### src/rtl/hub75_pkg.sv
// Shared types and constants for the HUB75 BCM streamer: FSM states, pixel
// layout, panel geometry and the gamma table used when HUB75_GAMMA_EN is set.
package hub75_pkg;

  localparam int COLS      = 64;
  localparam int ROWS_HALF = 8;
  localparam int BPC       = 8;
  localparam int ADDR_W    = 10;

  typedef enum logic [2:0] {
    IDLE,
    SHIFT,
    LATCH,
    DISPLAY,
    BLANK
  } state_t;

  // Matches the framebuffer word layout {b, g, r}.
  typedef struct packed {
    logic [7:0] b;
    logic [7:0] g;
    logic [7:0] r;
  } rgb_t;

  // Gamma 2.0 curve: out = in*in/255, so 0 -> 0, 255 -> 255 and monotonic.
  function automatic logic [255:0][7:0] gamma_table();
    logic [255:0][7:0] t;
    for (int i = 0; i < 256; i++) begin
      t[i] = 8'((i * i) / 255);
    end
    return t;
  endfunction

  localparam logic [255:0][7:0] GAMMA_LUT = gamma_table();

endpackage

### src/rtl/hub75_gamma.sv
// Per-channel gamma lookup: purely combinational read of the package table.
module hub75_gamma
  import hub75_pkg::*;
(
  input  logic [7:0] din,
  output logic [7:0] dout
);

  assign dout = GAMMA_LUT[din];

endmodule

### src/rtl/hub75_streamer.sv
// HUB75 1/8-scan BCM streamer: reads the framebuffer, shifts one bit plane per
// row, latches and displays it weighted by 2^bit. Define HUB75_GAMMA_EN for gamma.
module hub75_streamer
  import hub75_pkg::*;
#(
  parameter int COLS        = hub75_pkg::COLS,
  parameter int BASE_CYCLES = 4
) (
  input  logic              clk,
  input  logic              reset,
  input  logic              enable,
  output logic              rd_en,
  output logic [ADDR_W-1:0] rd_addr,
  input  logic [23:0]       rd_data,
  output logic              hub75_clk,
  output logic              hub75_lat,
  output logic              hub75_oe_,
  output logic [2:0]        hub75_row,
  output logic              hub75_r0,
  output logic              hub75_g0,
  output logic              hub75_b0,
  output logic              hub75_r1,
  output logic              hub75_g1,
  output logic              hub75_b1,
  output logic              frame_start
);

  localparam int COL_W  = $clog2(COLS);
  localparam int BIT_W  = $clog2(BPC);
  localparam int ROW_W  = $clog2(ROWS_HALF);
  localparam int DISP_W = $clog2(BASE_CYCLES) + BPC;

  state_t            state, state_d;
  logic [1:0]        phase, phase_d;
  logic [COL_W-1:0]  col, col_d;
  logic [BIT_W-1:0]  bit_q, bit_d;
  logic [ROW_W-1:0]  row_q, row_d;
  logic [DISP_W-1:0] disp_cnt, disp_d;
  logic [ADDR_W-1:0] rd_addr_d;
  rgb_t              upper_q, lower;
  logic [7:0]        up_r, up_g, up_b, lo_r, lo_g, lo_b;

  assign lower     = rgb_t'(rd_data);
  assign hub75_row = row_q;

`ifdef HUB75_GAMMA_EN
  hub75_gamma u_gamma_up_r (.din(upper_q.r), .dout(up_r));
  hub75_gamma u_gamma_up_g (.din(upper_q.g), .dout(up_g));
  hub75_gamma u_gamma_up_b (.din(upper_q.b), .dout(up_b));
  hub75_gamma u_gamma_lo_r (.din(lower.r),   .dout(lo_r));
  hub75_gamma u_gamma_lo_g (.din(lower.g),   .dout(lo_g));
  hub75_gamma u_gamma_lo_b (.din(lower.b),   .dout(lo_b));
`else
  assign up_r = upper_q.r;
  assign up_g = upper_q.g;
  assign up_b = upper_q.b;
  assign lo_r = lower.r;
  assign lo_g = lower.g;
  assign lo_b = lower.b;
`endif

  always_comb begin
    // NOTE: every signal written here gets a default first so no latch is inferred.
    state_d = state;
    phase_d = phase;
    col_d   = col;
    bit_d   = bit_q;
    row_d   = row_q;
    disp_d  = disp_cnt;
    unique case (state)
      IDLE: begin
        if (enable) begin
          state_d = SHIFT;
          phase_d = '0;
          col_d   = '0;
        end
      end
      SHIFT: begin
        phase_d = phase + 2'd1;
        if (phase == 2'd3) begin
          if (col == COL_W'(COLS - 1)) begin
            col_d   = '0;
            state_d = LATCH;
          end else begin
            col_d = col + 1'b1;
          end
        end
      end
      LATCH: begin
        state_d = DISPLAY;
        disp_d  = DISP_W'((BASE_CYCLES << bit_q) - 1);
      end
      DISPLAY: begin
        if (disp_cnt == '0) state_d = BLANK;
        else                disp_d  = disp_cnt - 1'b1;
      end
      BLANK: begin
        bit_d = bit_q + 1'b1;
        if (bit_q == BIT_W'(BPC - 1)) row_d = row_q + 1'b1;
        state_d = enable ? SHIFT : IDLE;
        phase_d = '0;
        col_d   = '0;
      end
      default: state_d = IDLE;
    endcase
  end

  // Odd phases read the lower-half line, even phases the upper-half line.
  assign rd_addr_d = ADDR_W'((int'(row_d) + (phase_d[0] ? ROWS_HALF : 0)) * COLS
                             + int'(col_d));

  always_ff @(posedge clk or posedge reset) begin
    // NOTE: non-blocking assignments so every flop samples pre-edge values.
    if (reset) begin
      state    <= IDLE;
      phase    <= '0;
      col      <= '0;
      bit_q    <= '0;
      row_q    <= '0;
      disp_cnt <= '0;
    end else begin
      state    <= state_d;
      phase    <= phase_d;
      col      <= col_d;
      bit_q    <= bit_d;
      row_q    <= row_d;
      disp_cnt <= disp_d;
    end
  end

  // Control outputs are registered from next-state values so they line up
  // with the cycle the FSM is actually in.
  always_ff @(posedge clk or posedge reset) begin
    if (reset) begin
      rd_en       <= 1'b0;
      rd_addr     <= '0;
      hub75_clk   <= 1'b0;
      hub75_lat   <= 1'b0;
      hub75_oe_   <= 1'b1;
      frame_start <= 1'b0;
    end else begin
      rd_en       <= (state_d == SHIFT) && !phase_d[1];
      if ((state_d == SHIFT) && !phase_d[1]) rd_addr <= rd_addr_d;
      hub75_clk   <= (state_d == SHIFT) && (phase_d == 2'd3);
      hub75_lat   <= (state_d == LATCH);
      hub75_oe_   <= (state_d != DISPLAY);
      frame_start <= (state_d == SHIFT) && (phase_d == 2'd0) && (col_d == '0)
                     && (row_d == '0) && (bit_d == '0);
    end
  end

  // Upper pixel arrives in c1; data lines load at the end of c2 (lower pixel
  // straight off rd_data) and are stable while hub75_clk is high in c3.
  always_ff @(posedge clk or posedge reset) begin
    if (reset) begin
      upper_q  <= '0;
      hub75_r0 <= 1'b0;
      hub75_g0 <= 1'b0;
      hub75_b0 <= 1'b0;
      hub75_r1 <= 1'b0;
      hub75_g1 <= 1'b0;
      hub75_b1 <= 1'b0;
    end else if (state == SHIFT) begin
      if (phase == 2'd1) upper_q <= rgb_t'(rd_data);
      if (phase == 2'd2) begin
        hub75_r0 <= up_r[bit_q];
        hub75_g0 <= up_g[bit_q];
        hub75_b0 <= up_b[bit_q];
        hub75_r1 <= lo_r[bit_q];
        hub75_g1 <= lo_g[bit_q];
        hub75_b1 <= lo_b[bit_q];
      end
    end
  end

endmodule

### config.mk
export PLATFORM = sky130hd
export DESIGN_NAME = hub75_streamer
export DESIGN_NICKNAME = d
export VERILOG_FILES = /design/src/rtl/hub75_pkg.sv /design/src/rtl/hub75_gamma.sv /design/src/rtl/hub75_streamer.sv
export SDC_FILE = /design/constraint.sdc
export NUM_CORES = 1
export LEC_CHECK = 0
export ABC_AREA = 1
export ABC_CLOCK_PERIOD_IN_PS = 2900
export CAP_MARGIN = 40
export CORE_MARGIN = 2
export CORE_UTILIZATION = 45
export DETAILED_ROUTE_END_ITERATION = 12
export GPL_ROUTABILITY_DRIVEN = 0
export PLACE_DENSITY = 0.63
export SLEW_MARGIN = 20
export SYNTH_ARGS = -nofsm -noshare
export SYNTH_HDL_FRONTEND = slang
export SYNTH_SLANG_ARGS = --single-unit
### constraint.sdc
create_clock -name clk -period 2.9 [get_ports clk]
set_clock_uncertainty 0.2 [all_clocks]
set_input_delay 0.58 -clock clk [delete_from_list [all_inputs] [get_ports clk]]
set_output_delay 0.58 -clock clk [all_outputs]
set_load 0.05 [all_outputs]
## Yosys cells after proc, flatten, opt, wreduce, memory -nomap -nowiden

Cells that the tools add are included.

- Add/subtract/negate cells: 8
- $lt $le $gt $ge: 1
- Eq/ne operators: 14
- Shifts and indexed selects: 1
- Mux-type cells: 30
- Reduce and logical (&&, ||, !) cells: 17

Operators with widths:

| operator | count |
|---|---|
| $mux W3 | 7 |
| $pmux W10 S2 | 1 |
| $bmux W1 S3 | 6 |
| $mux W6 | 3 |
| $pmux W6 S3 | 1 |
| $pmux W3 S5 | 1 |
| $add A10 B6 Y10 | 1 |
| $logic_not A10 Y1 | 1 |
| $mux W10 | 1 |
| $shl A3 B3 Y10 const A | 1 |
| $sub A10 B1 Y10 const B | 1 |
| $sub A10 B2 Y10 const B | 1 |
| $eq A3 B2 Y1 const B | 3 |
| $logic_not A3 Y1 | 3 |
| $mux W1 | 7 |
| $add A3 B1 Y3 const B | 2 |
| $add A6 B1 Y6 const B | 1 |
| $eq A2 B2 Y1 const B | 3 |
| $eq A3 B1 Y1 const B | 2 |
| $eq A3 B3 Y1 const B | 2 |
| $eq A6 B6 Y1 const B | 1 |
| $logic_and A1 B1 Y1 | 6 |
| $logic_not A6 Y1 | 1 |
| $pmux W2 S3 | 1 |
| other kinds (12) | 14 |

- Bits in registers: 72
- Input port bits: 27
- Word-level logic and storage cells: 92

## Depth between registers and ports, before layout

- Word-level depth: 9
- Mapped depth: 14
- Depth with buffers taken out: 14

## Worst setup path after synthesis

OpenSTA, ideal clock, no wires.

- Path type: register -> register
- Start point: register bit_q[0]
- End point: register disp_cnt[6]
- Setup time: 0.126 ns
- Data arrival time: 2.031 ns
- Path slack: 0.543 ns
- Cell stages (with the launch flop): 13
- Path buffers: 2
- Period minus slack after synthesis: 2.357 ns
- Path through: dfrtp_1 > clkbuf_1 > inv_1 > buf_1 > ha_1 > nand2_1 > ha_1 > and2_1 > nand2_1 > xnor2_1 > nand2_1 > o21ai_0 > a21oi_1

- Longest elaborated chain between the ends: 3

Ends and longest elaborated chain:

| item | line | text |
|---|---|---|
| from (decl) | hub75_streamer.sv:36 | `logic [BIT_W-1:0] bit_q, bit_d;` |
| from (signal assigned) | hub75_streamer.sv:125 | `bit_q <= bit_d;` |
| $shl A3 B3 Y10 | hub75_streamer.sv:91 | `disp_d = DISP_W'((BASE_CYCLES << bit_q) - 1);` |
| $sub A10 B2 Y10 | hub75_streamer.sv:91 |  |
| $pmux W10 S2 | hub75_streamer.sv:70 | `unique case (state)` |
| to (signal assigned) | hub75_streamer.sv:127 | `disp_cnt <= disp_d;` |
| to (decl) | hub75_streamer.sv:38 | `logic [DISP_W-1:0] disp_cnt, disp_d;` |

Every way passes these cells.
A chain may end at the register's enable or synchronous reset.

## Final worst setup path

- Start point: register hub75_oe_
- End point: output hub75_oe_

RTL lines:

| item | line | text |
|---|---|---|
| from (decl) | hub75_streamer.sv:17 | `output logic hub75_oe_,` |
| from (signal assigned) | hub75_streamer.sv:146 | `hub75_oe_ <= (state_d != DISPLAY);` |

No word-level cell between the ends.

==> results by group <==
Run status
  • Status: complete, no violations

STA
  • Period minus WS final: about 2.4 ns
  • Fin. Hold Viols: 0
  • Final setup vio count: 0
  • Slew HR: 0.590
  • Slew of the pin with the lowest slew margin: just over 0.6 ns
  • Final period utilization: 0.839
  • Total negative slack: 0 ns
  • Final slew viol count: 0
  • Final WS setup: around 0.47 ns
  • Max frequency: around 0.41 GHz
  • Unrepaired setup endpoints after global routing: no

Cells and area
  • Layout cells sized above 1: 0.119
  • Util after Layout: 0.559
  • ANT cells: 0
  • Area delta synth->final: 22.7%
  • Commonest non-fill, non-tap cell in the layout: nand2_1
  • Layout net count: 580
  • Most frequent cells in the layout: 110 x nand2_1, 71 x dfrtp_1, 56 x nor2_1

Routing
  • WL per Instance: approximately 14 um
  • DR DRC count: 0
  • Iter 0 DRT Violations: roughly 180
  • Post-DRT Antenna Nets: 0
  • Vias after detailed routing: between 3000 and 4000
  • Post-DR vias/cell: 5.17
  • First-pass iteration count of the detailed router: 4
  • Final wirelength: between 9000 and 10000 um

Synthesis
  • Syn nets: 527
  • Async set-reset flop share out of synthesis: 1.00
  • Cells after synthesis: between 400 and 500
  • Post-synth EDFFs: 0
  • Post-Syn Area: between 3000 and 4000 um2
  • Seq/Total Area, Yosys: 0.460
  • Yosys reg bits: 72
  • Synth Flop Type: dfrtp_1
  • Yosys cell types: 39
  • Yosys Warn Count: 0
  • Avg Inst Size Synth: between 8 and 9 um2

GRT
  • Largest net degree at the start of global routing: 35
  • Grt ovf: 0
  • Vias in the first global route: 3501
  • GRT Overall Usage: 0.207
  • Initial antenna violation count: 0
  • Global-route wire length before repair: 16100 um

Clock tree
  • Number of buffers created by CTS: 9
  • Worst-skew pair later-pin latency: between 0.3 and 0.4 ns
  • Buffer count from post-CTS setup fixing: 0
  • Worst-path clk slew: 0.08 ns
  • Clock Path Buffers: 2
  • Post-CTS Hold Buffers: 0
  • CTS H-tree depth: 3
  • Resized cells post-CTS: 0
  • CTS tree: yes
  • Sink Count: 72
  • Root Buffer: clkbuf_8

Floorplan
  • Die H: 97.3 um
  • I/O pin count: 51
  • Initial core utilization: 0.456
  • Die Wd: about 100 um
  • Die area: 9470 um2
  • Core area: 8590 um2
  • Cell Rows: 34

Setup path
  • Slowest library cell on the worst path: clkdlybuf4s50_1
  • Crit path cell chain: clkdlybuf4s50_1
  • Largest delay share family, worst path: buffers and inverters
  • Kind of critical path: register to output port
  • Crit path required time: between 2 and 2.5 ns
  • CP peak stage delay: 0.79 ns
  • Worst path bufs/invs: 1
  • Crit start category: register
  • WP data arrival: 1.65 ns
  • FF-to-FF setup slack: about 0.47 ns
  • Critical path capture point type: output port
  • CP Max Fanout: 1

Placement
  • Place WS: 0.438 ns
  • Port Buf Inserts: 50
  • Detailed placement HPWL: around 6500 um

Power
  • PwrDens: around 450 nW/um2
  • Max rail drop VDD: approximately 0.00028 V
  • Pwr Total: approximately 2200 uW
  • Static leakage: about 0.0023 uW

Hold path
  • Hold Crit Class: register to register

Run
  • Max-cap violations: 0
[synth_stat cells, types with 4 or more instances]
cell | instances | area (um2)
mux2_2 | 12 | 135
nand3_1 | 28 | 140
inv_2 | 5 | 18.8
dfrtp_1 | 71 | 1780
nand4_1 | 5 | 31.3
a21oi_1 | 15 | 75.1
o21ai_0 | 50 | 250
nor2_1 | 56 | 210
o22ai_1 | 4 | 25.0
inv_1 | 54 | 203
ha_1 | 13 | 163
clkbuf_1 | 10 | 37.5
o211ai_1 | 9 | 67.6
o21ai_2 | 7 | 61.3
nand2_1 | 110 | 413
[power by group]
part           internal [uW]  leakage [uW]  switching [uW]
Clock                    617      0.000126             390
Sequential              1020      0.000872            10.5
Combinational           55.8       0.00128            59.3
Total                   1700       0.00228             460
[cells by family (layout without fill, tap and decap cells)]
logic type / after synthesis / count (layout) / share of synthesized area
flops: 72 / 72 / 0.460
mux: 12 / 12 / 0.0345
xor+xnor: 2 / 2 / 0.00447
compound gates: 96 / 96 / 0.142
buf+inv: 76 / 134 / 0.0770
simple gates: 216 / 216 / 0.240
fa+ha+maj: 13 / 13 / 0.0415
[path summary, 6_finish.rpt]
| kind | depth (start not counted) | endpoint | startpoint |
|---|---|---|---|
| setup / recovery | 1 | hub75_oe_ | hub75_oe_ |
| min in group asynchronous | 2 | hub75_b1 | reset |
| setup reg to reg | 12 | frame_start | disp_cnt[0] |
| hold / removal | 2 | up_b[4] | up_b[4] |
| max in group asynchronous | 3 | col[1] | reset |
| hold reg to reg | 2 | up_b[4] | up_b[4] |
[metrics by stage]
step           hold slack [ns]  cell area, um2  cells
4_1_cts                  0.286            4810    653
6_report                 0.282            4810    653
3_3_place_gp             0.261            4550    637
3_5_place_dp             0.266            4550    637
2_1_floorplan            0.243            3920    487
5_1_grt                  0.316            4810    653
[sequential cells by signal (all words and copies together), names as in the netlist, 2 cells and up]
signal / count
bit_q: 3
col: 6
disp_cnt: 10
hub75_row: 3
phase: 2
rd_addr: 10
state: 3
up_b: 8
up_g: 8
up_r: 8
[routing by layer]
layer,part of all wire,track usage,wire [um],vias up
met1,0.48,0.281,4310,1599
met5,0,0,0,-
met3,0.035,0.0331,319,14
met2,0.47,0.335,4280,63
li1,-,-,-,1698
met4,0.015,0.0791,140,0
[area by class of cell]
cell class	instances	area, um2
fill	811	3790
multi-input combinational	339	1810
sequential	72	1800
timing repair buffer	59	581
inverter	59	221
clock buffer	11	151
tap	108	135
clock inverter	5	103
Power figures use the tool's default switching activity.
